<file path="src/rtl/fetch_stage.sv">
// fetch_stage: IF stage owning the PC, fetching over a valid/ready imem with a skid slot.
// Optional perf counters (fetch_count, bubble_count) when FETCH_PERF_CNT_EN is defined.
module fetch_stage #(
  parameter logic [31:0] RESET_PC  = 32'h0000_0000,
  parameter logic [31:0] NOP_INSTR = 32'h0000_0000,
  parameter int          CNT_W     = 32
) (
  input  logic             clk,
  input  logic             reset,
  output logic             imem_req,
  output logic [31:0]      imem_addr,
  input  logic             imem_ready,
  input  logic             imem_rvalid,
  input  logic [31:0]      imem_rdata,
  input  logic             stall,
  input  logic             redirect,
  input  logic [31:0]      redirect_pc,
  output logic [31:0]      pc4,
  output logic [31:0]      instruction,
  output logic             inst_valid
`ifdef FETCH_PERF_CNT_EN
  ,
  output logic [CNT_W-1:0] fetch_count,
  output logic [CNT_W-1:0] bubble_count
`endif
);

  typedef enum logic [1:0] {
    FETCH,
    WAIT,
    DISCARD
  } state_t;

  state_t      state;
  state_t      state_nx;
  logic [31:2] pc;
  logic [31:2] req_addr;
  logic        out_v;
  logic [31:0] out_pc4;
  logic [31:0] out_ins;
  logic        skid_v;
  logic [31:0] skid_pc4;
  logic [31:0] skid_ins;
  logic        consume;
  logic        accept;
  logic        rsp;
  logic [1:0]  held;
  logic [31:0] new_pc4;
  logic        unused_ok;

  assign consume = out_v & ~stall;
  // words still held after this edge; the new request will need one more slot
  assign held    = {1'b0, out_v} + {1'b0, skid_v} - {1'b0, consume};
  assign imem_req  = (state == FETCH) & (held < 2'd2) & ~reset;
  assign imem_addr = {pc, 2'b00};
  assign accept  = imem_req & imem_ready;
  assign rsp     = imem_rvalid & (state == WAIT);
  assign new_pc4 = {req_addr + 30'd1, 2'b00};

  assign pc4         = out_pc4;
  assign instruction = out_v ? out_ins : NOP_INSTR;
  assign inst_valid  = out_v;

  always_comb begin
    state_nx = state;
    unique case (state)
      FETCH:   if (accept) state_nx = WAIT;
      WAIT:    if (imem_rvalid) state_nx = FETCH;
      DISCARD: if (imem_rvalid) state_nx = FETCH;
      default: state_nx = FETCH;
    endcase
    if (redirect && (accept || (state == WAIT && !imem_rvalid)))
      state_nx = DISCARD;
  end

  always_ff @(posedge clk) begin
    if (reset) begin
      state    <= FETCH;
      pc       <= RESET_PC[31:2];
      req_addr <= '0;
      out_v    <= 1'b0;
      out_pc4  <= '0;
      out_ins  <= '0;
      skid_v   <= 1'b0;
      skid_pc4 <= '0;
      skid_ins <= '0;
    end else begin
      state <= state_nx;
      if (redirect) begin
        pc     <= redirect_pc[31:2];
        out_v  <= 1'b0;
        skid_v <= 1'b0;
      end else begin
        if (accept) begin
          pc       <= pc + 30'd1;
          req_addr <= pc;
        end
        if (rsp && (!out_v || (consume && !skid_v))) begin
          out_v   <= 1'b1;
          out_pc4 <= new_pc4;
          out_ins <= imem_rdata;
        end else if (consume && skid_v) begin
          out_pc4 <= skid_pc4;
          out_ins <= skid_ins;
        end else if (consume) begin
          out_v <= 1'b0;
        end
        if (rsp && out_v && (skid_v || !consume)) begin
          skid_v   <= 1'b1;
          skid_pc4 <= new_pc4;
          skid_ins <= imem_rdata;
        end else if (consume) begin
          skid_v <= 1'b0;
        end
      end
    end
  end

`ifdef FETCH_PERF_CNT_EN
  always_ff @(posedge clk) begin
    if (reset) begin
      fetch_count  <= '0;
      bubble_count <= '0;
    end else begin
      if (consume)
        fetch_count <= fetch_count + 1'b1;
      if (!out_v && !stall)
        bubble_count <= bubble_count + 1'b1;
    end
  end

  assign unused_ok = ^redirect_pc[1:0];
`else
  assign unused_ok = ^{redirect_pc[1:0], CNT_W != 0};
`endif

endmodule

</file>
<file path="config.mk">
export PLATFORM = sky130hd
export DESIGN_NAME = fetch_stage
export DESIGN_NICKNAME = d
export VERILOG_FILES = /design/src/rtl/fetch_stage.sv
export SDC_FILE = /design/constraint.sdc
export NUM_CORES = 1
export LEC_CHECK = 0
export ABC_CLOCK_PERIOD_IN_PS = 3200
export CORE_ASPECT_RATIO = 1.25
export CORE_MARGIN = 2
export CORE_UTILIZATION = 54
export CTS_BUF_LIST = sky130_fd_sc_hd__clkbuf_8
export DETAILED_ROUTE_END_ITERATION = 7
export PLACE_DENSITY_LB_ADDON = 0.25
export SKIP_LAST_GASP = 1
export SYNTH_ARGS = -nofsm -noshare
export SYNTH_HDL_FRONTEND = slang
export SYNTH_SLANG_ARGS = --single-unit
export TNS_END_PERCENT = 30
</file>
<file path="constraint.sdc">
create_clock -name clk -period 3.2 [get_ports clk]
set_input_delay 0.48 -clock clk [delete_from_list [all_inputs] [get_ports clk]]
set_output_delay 0.48 -clock clk [all_outputs]
set_load 0.01 [all_outputs]
</file>
# Word-level counts from Yosys, hierarchy flattened
# Index checks and enable logic that the tools add are counted.
# word_totals
regBits	190
in_bits	70
elab_cells	73
# op_classes
n_addsub	4
n_lt_le_gt_ge	1
n_eq_ne	7
muxes	15
n_bitwise	8
reduce_logical	28
# ops
cell	count
32-bit 2-to-1 mux	5
30-bit by 1-bit adder with 30-bit output, second input constant	2
30-bit 2-to-1 mux	2
2-bit AND reduction	6
2-bit nonzero test	4
1-bit logical AND	7
2-bit 2-to-1 mux	3
2-bit OR reduction	3
1-bit bitwise AND	5
1-bit zero test	4
1-bit 2-to-1 mux	4
2-bit inequality test, second input constant	2
2-bit case mux with 2 select lines	1
1-bit logical OR	3
3-bit by 1-bit inequality test with 1-bit output, second input constant	1
3-bit by 2-bit inequality test with 1-bit output, second input constant	1
1-bit NOT	3
1-bit by 1-bit adder with 2-bit output	1
2-bit by 1-bit == test with 1-bit output, second input constant	1
2-bit == test, second input constant	1
2-bit zero test	1
2-bit less-than comparator, second input constant	1
2-bit by 1-bit inequality test with 1-bit output, second input constant	1
2-bit by 1-bit subtractor with 2-bit output	1

# Logic depth before layout (Yosys ltp)
# depth
word_depth	11
ltp_mapped	9
depth_no_buf	7

# Worst setup path after synthesis
# No wires, ideal clock.
# synth_path
path_type	register -> register
startpoint	register out_v, in the netlist inst_valid
endpoint	register pc[27] (netlist name)
setup_ps	91
t_arrival_ps	2220
required_ps	3109
slack_ps	889
path_stages_with_launch	8
n_path_buf	0
period_less_slack_ps	2311
path_cell_list	dfxtp_1 nor2b_1 ha_1 and2b_1 mux2_2 nand2_1 or4_1 a311oi_1
# synth_between
elab_chain_cells	7
# synth_rtl
item	line	text
from (decl)	38	logic out_v;
from (signal assigned)	81	out_v <= 1'b0;
from (signal assigned)	91	out_v <= 1'b0;
from (signal assigned)	99	out_v <= 1'b1;
1-bit by 1-bit adder with 2-bit output / 1-bit bitwise AND (equally long branches)	53, 51	
2-bit by 1-bit subtractor with 2-bit output (*)	53	assign held = {1'b0, out_v} + {1'b0, skid_v} - {1'b0, consume};
2-bit less-than comparator (*)	54	assign imem_req = (state == FETCH) & (held < 2'd2) & ~reset;
1-bit bitwise AND (*) (2 in series)	54	
1-bit bitwise AND (*)	56	assign accept = imem_req & imem_ready;
2-bit nonzero test (no line) (*)	n/a	
to (signal assigned)	79	pc <= RESET_PC[31:2];
to (signal assigned)	90	pc <= redirect_pc[31:2];
to (signal assigned)	95	pc <= pc + 30'd1;
to (decl)	36	logic [31:2] pc;
# Every way passes the cells marked *; elsewhere a longest branch is shown, timed or not.
# A chain may end at the register's enable or synchronous reset.

# Worst setup path in the final report
# layout_path
startpoint	input port stall
endpoint	output port imem_req
# layout_between
elab_chain_cells	6
# layout_rtl
item	line	text
from (decl)	15	input logic stall,
1-bit NOT	51	assign consume = out_v & ~stall;
1-bit bitwise AND	51	
2-bit by 1-bit subtractor with 2-bit output	53	
2-bit less-than comparator	54	
1-bit bitwise AND (2 in series)	54	
to (decl)	10	output logic imem_req,
# Every way passes these cells.

==> impl_metrics.json <==
{
  "status": "completed",
  "start_util_pct": 55.5,
  "final_common_cell": "dfxtp_1",
  "final-hold-violation-count": 0,
  "grt_max_degree": 84,
  "clockBufferDepth": 2,
  "fin_nets": 1272,
  "worst_hold_path.endpoint": "req_addr[20]$_SDFFE_PP0P_",
  "gp_congestion": 0.896,
  "ios": 168,
  "syn_area_per_cell_um2": 8.11,
  "gr-total-overflow": 0,
  "fin_crit_ns": 3.05,
  "maxCapViolations": 0,
  "die_w_um": 118,
  "cts_tree": "done",
  "io_buffer_count": 161,
  "synth_edf_count": 0,
  "crit_fanout": 3,
  "irDropWorstVdd_mv": 0.246,
  "grt_pass1_wl_um": 35700,
  "worstPathRequired_ns": 2.72,
  "rrSetupSlack_ns": 0.73,
  "max-slew-margin-rel_pct": 59.3,
  "gr-usage-all-layers_pct": 25.0,
  "design.die.area_um2": 17200,
  "post_cts_buffers": 0,
  "vias": 7987,
  "arrival_ns": 2.57,
  "clock_skew_ns": 0.0113,
  "end_kind": "output pin",
  "synthArstFlopShare_pct": 0,
  "drc_errors": 0,
  "fillers": 1336,
  "grt_pass1_vias": 7312,
  "multi_input_area_um2": 4590,
  "finalInstanceArea_um2": 11000,
  "synth_warnings": 0,
  "rsz0062_at_grt": "no",
  "clock_sinks": 188,
  "placed_cell_area_um2": 10500,
  "hp-start": "reset",
  "fmax_ghz": 0.328,
  "clock_latency_ns": 0.47,
  "critPathKind": "input pin to output pin",
  "hold_path.class": "input pin to flop",
  "cts-resized-gates": 0,
  "rows": 51,
  "drt_iter0_drc": 610,
  "cts_root_buf": "clkbuf_8",
  "cts-buffers-inserted": 17,
  "h-tree-depth": 4,
  "core_area_um2": 15700,
  "path_clk_slew_ns": 0.09,
  "crit_path_top_delay_cell": "clkdlybuf4s50_1",
  "timing.rr.end": "pc[21]$_SDFFE_PP0P_",
  "synth_area_um2": 8720,
  "yosysUniqueCellTypes": 57,
  "critical-path-top-delay-family": "buffers and inverters",
  "period_share_pct": 95.3,
  "drt_pass1_iterations": 6,
  "crit_top_cell": "clkdlybuf4s50_1",
  "ys_seq_area_share_pct": 43.2,
  "dp_hpwl_um": 14500,
  "layout-drive-gt1-share_pct": 5.88,
  "r2r-start": "inst_valid$_SDFFE_PP0P_",
  "finalSetupTns_ns": 0,
  "power_density_nw_per_um2": 443,
  "holdBufCountCts": 0,
  "diodes": 0,
  "drt-total-wl_um": 21400,
  "ant_nets": 0,
  "synth_ff_type": "dfxtp_1",
  "seq_area_um2": 3760,
  "layout_common_cells": "dfxtp_1 (188), nand2_1 (181), clkdlybuf4s50_1 (160), nor2_1 (143), a21oi_1 (52)",
  "slowest_delay_ns": 0.50,
  "synth_cells": 1075,
  "leakagePower_nw": 3.73,
  "viasPerCell": 5.63,
  "hold_depth": 2,
  "worst_pin_slew_ns": 0.605,
  "setup_violations": 0,
  "ys_ff_latch": 188,
  "crit_path_start_kind": "input pin",
  "wire_per_inst_um": 15.1,
  "die_y_um": 146,
  "path_cells": "clkdlybuf4s50_1 -> nor2b_1 -> ha_1 -> and2b_1 -> mux2i_1 -> nor2_1 -> clkdlybuf4s50_1",
  "slew_violations": 0,
  "critical_path_buf_inv_count": 2,
  "syn_to_final_growth_pct": 25.6,
  "antenna_found_initial": 0,
  "ff2ff_path_depth": 7
}
synthesized netlist by cell type (5+ instances only):
cell type / number / share of area [%]
a211o_1: 6 / 0.60
buf_4: 6 / 0.52
nor2b_1: 6 / 0.43
nand3_1: 28 / 1.6
and2_1: 39 / 2.8
nand2_1: 181 / 7.8
a21boi_0: 8 / 0.69
inv_1: 15 / 0.65
and3_1: 6 / 0.43
xor2_1: 16 / 1.6
o21ai_0: 9 / 0.52
nor2_1: 144 / 6.2
dfxtp_1: 188 / 43
nand4_1: 27 / 1.9
a211oi_1: 39 / 3.4
nor4_1: 10 / 0.72
a31oi_1: 8 / 0.57
nor3_1: 24 / 1.4
mux2i_1: 31 / 3.6
o211ai_1: 9 / 0.77
o22ai_1: 12 / 0.86
a21oi_1: 52 / 3.0
a311oi_1: 42 / 4.2
nand2b_1: 5 / 0.36
clkbuf_1: 71 / 3.1
xnor2_1: 26 / 2.6
and4_1: 10 / 1.0
ha_1: 6 / 0.86
where the power goes:
group	internal [mW]	leakage, nW	total, mW	switching (mW)
Clock	0.963	0.228	1.78	0.817
Sequential	2.41	1.52	2.48	0.0771
Combinational	0.272	1.97	0.588	0.315
Total	3.64	3.73	4.85	1.21
worst max-delay path by stage:
| stage | from | endpoint | slack [ns] | depth (start not counted) |
|---|---|---|---|---|
| 2_1_floorplan | inst_valid$_SDFFE_PP0P_ | pc[27]$_SDFFE_PP0P_ | 0.89 | 7 |
| 4_1_cts | stall | imem_req | 0.18 | 7 |
| 3_5_place_dp | stall | pc[21]$_SDFFE_PP0P_ | 0.15 | 8 |
| 5_1_grt | stall | imem_req | 0.06 | 7 |
| 3_3_place_gp | stall | pc[21]$_SDFFE_PP0P_ | 0.19 | 8 |
| 6_report | stall | imem_req | 0.15 | 7 |
registers in the layout, indices dropped and copies added (netlist names):
register / flops
skid_pc4: 30
req_addr: 30
skid_ins: 32
inst_valid: 1
state: 2
pc: 30
skid_v: 1
out_ins: 32
pc4: 30
kinds of logic (layout without fill, tap and decap cells):
family                   count (synthesis)  count (layout)  synth area share, %
multiplexers                            32              32                 3.69
adder cells (fa/ha/maj)                  6               6                0.861
buffers and inverters                  101             230                 4.76
XOR/XNOR                                42              42                 4.22
AND/OR/NAND/NOR                        505             505                 27.3
AO/OA/AOI/OAI                          200             200                 16.0
other                                    1               4               0.0430
flip-flops                             188             188                 43.2
worst register-to-register path, delay by kind of cell, from the launching register on:
family / cells / cell delay (ns)
adder cells (fa/ha/maj): 1 / 0.27
flip-flops: 1 / 0.33
AO/OA/AOI/OAI: 1 / 0.24
multiplexers: 1 / 0.31
AND/OR/NAND/NOR: 4 / 1.24
metal layers:
layer  wire, um  global-route usage, %
met5          0                      0
met4        439                   10.8
met3        992                   3.91
met2      10400                   42.0
met1       9570                   31.9
area by class of cell:
cell class,instances,share of cell area (%)
Tap cell,212,2.42
Multi-Input combinational cell,789,41.9
Sequential cell,188,34.4
Inverter,15,0.514
Clock buffer,19,2.39
Timing Repair Buffer,185,16.7
Clock inverter,11,1.74
stage by stage:
stage               utilization (%)  total power, mW  worst slack [ns]  instances  hold WS [ns]
floorplan                         -             2.85             0.889       1078         0.437
global route                   69.8             5.04            0.0648       1419         0.460
CTS                            69.8             4.89             0.182       1419         0.430
finish                         69.8             4.85             0.150       1419         0.442
global placement               66.9             3.11             0.191       1389         0.440
detailed placement             66.9             3.12             0.155       1389         0.445
Note: power is estimated with default switching activity, not from simulation.
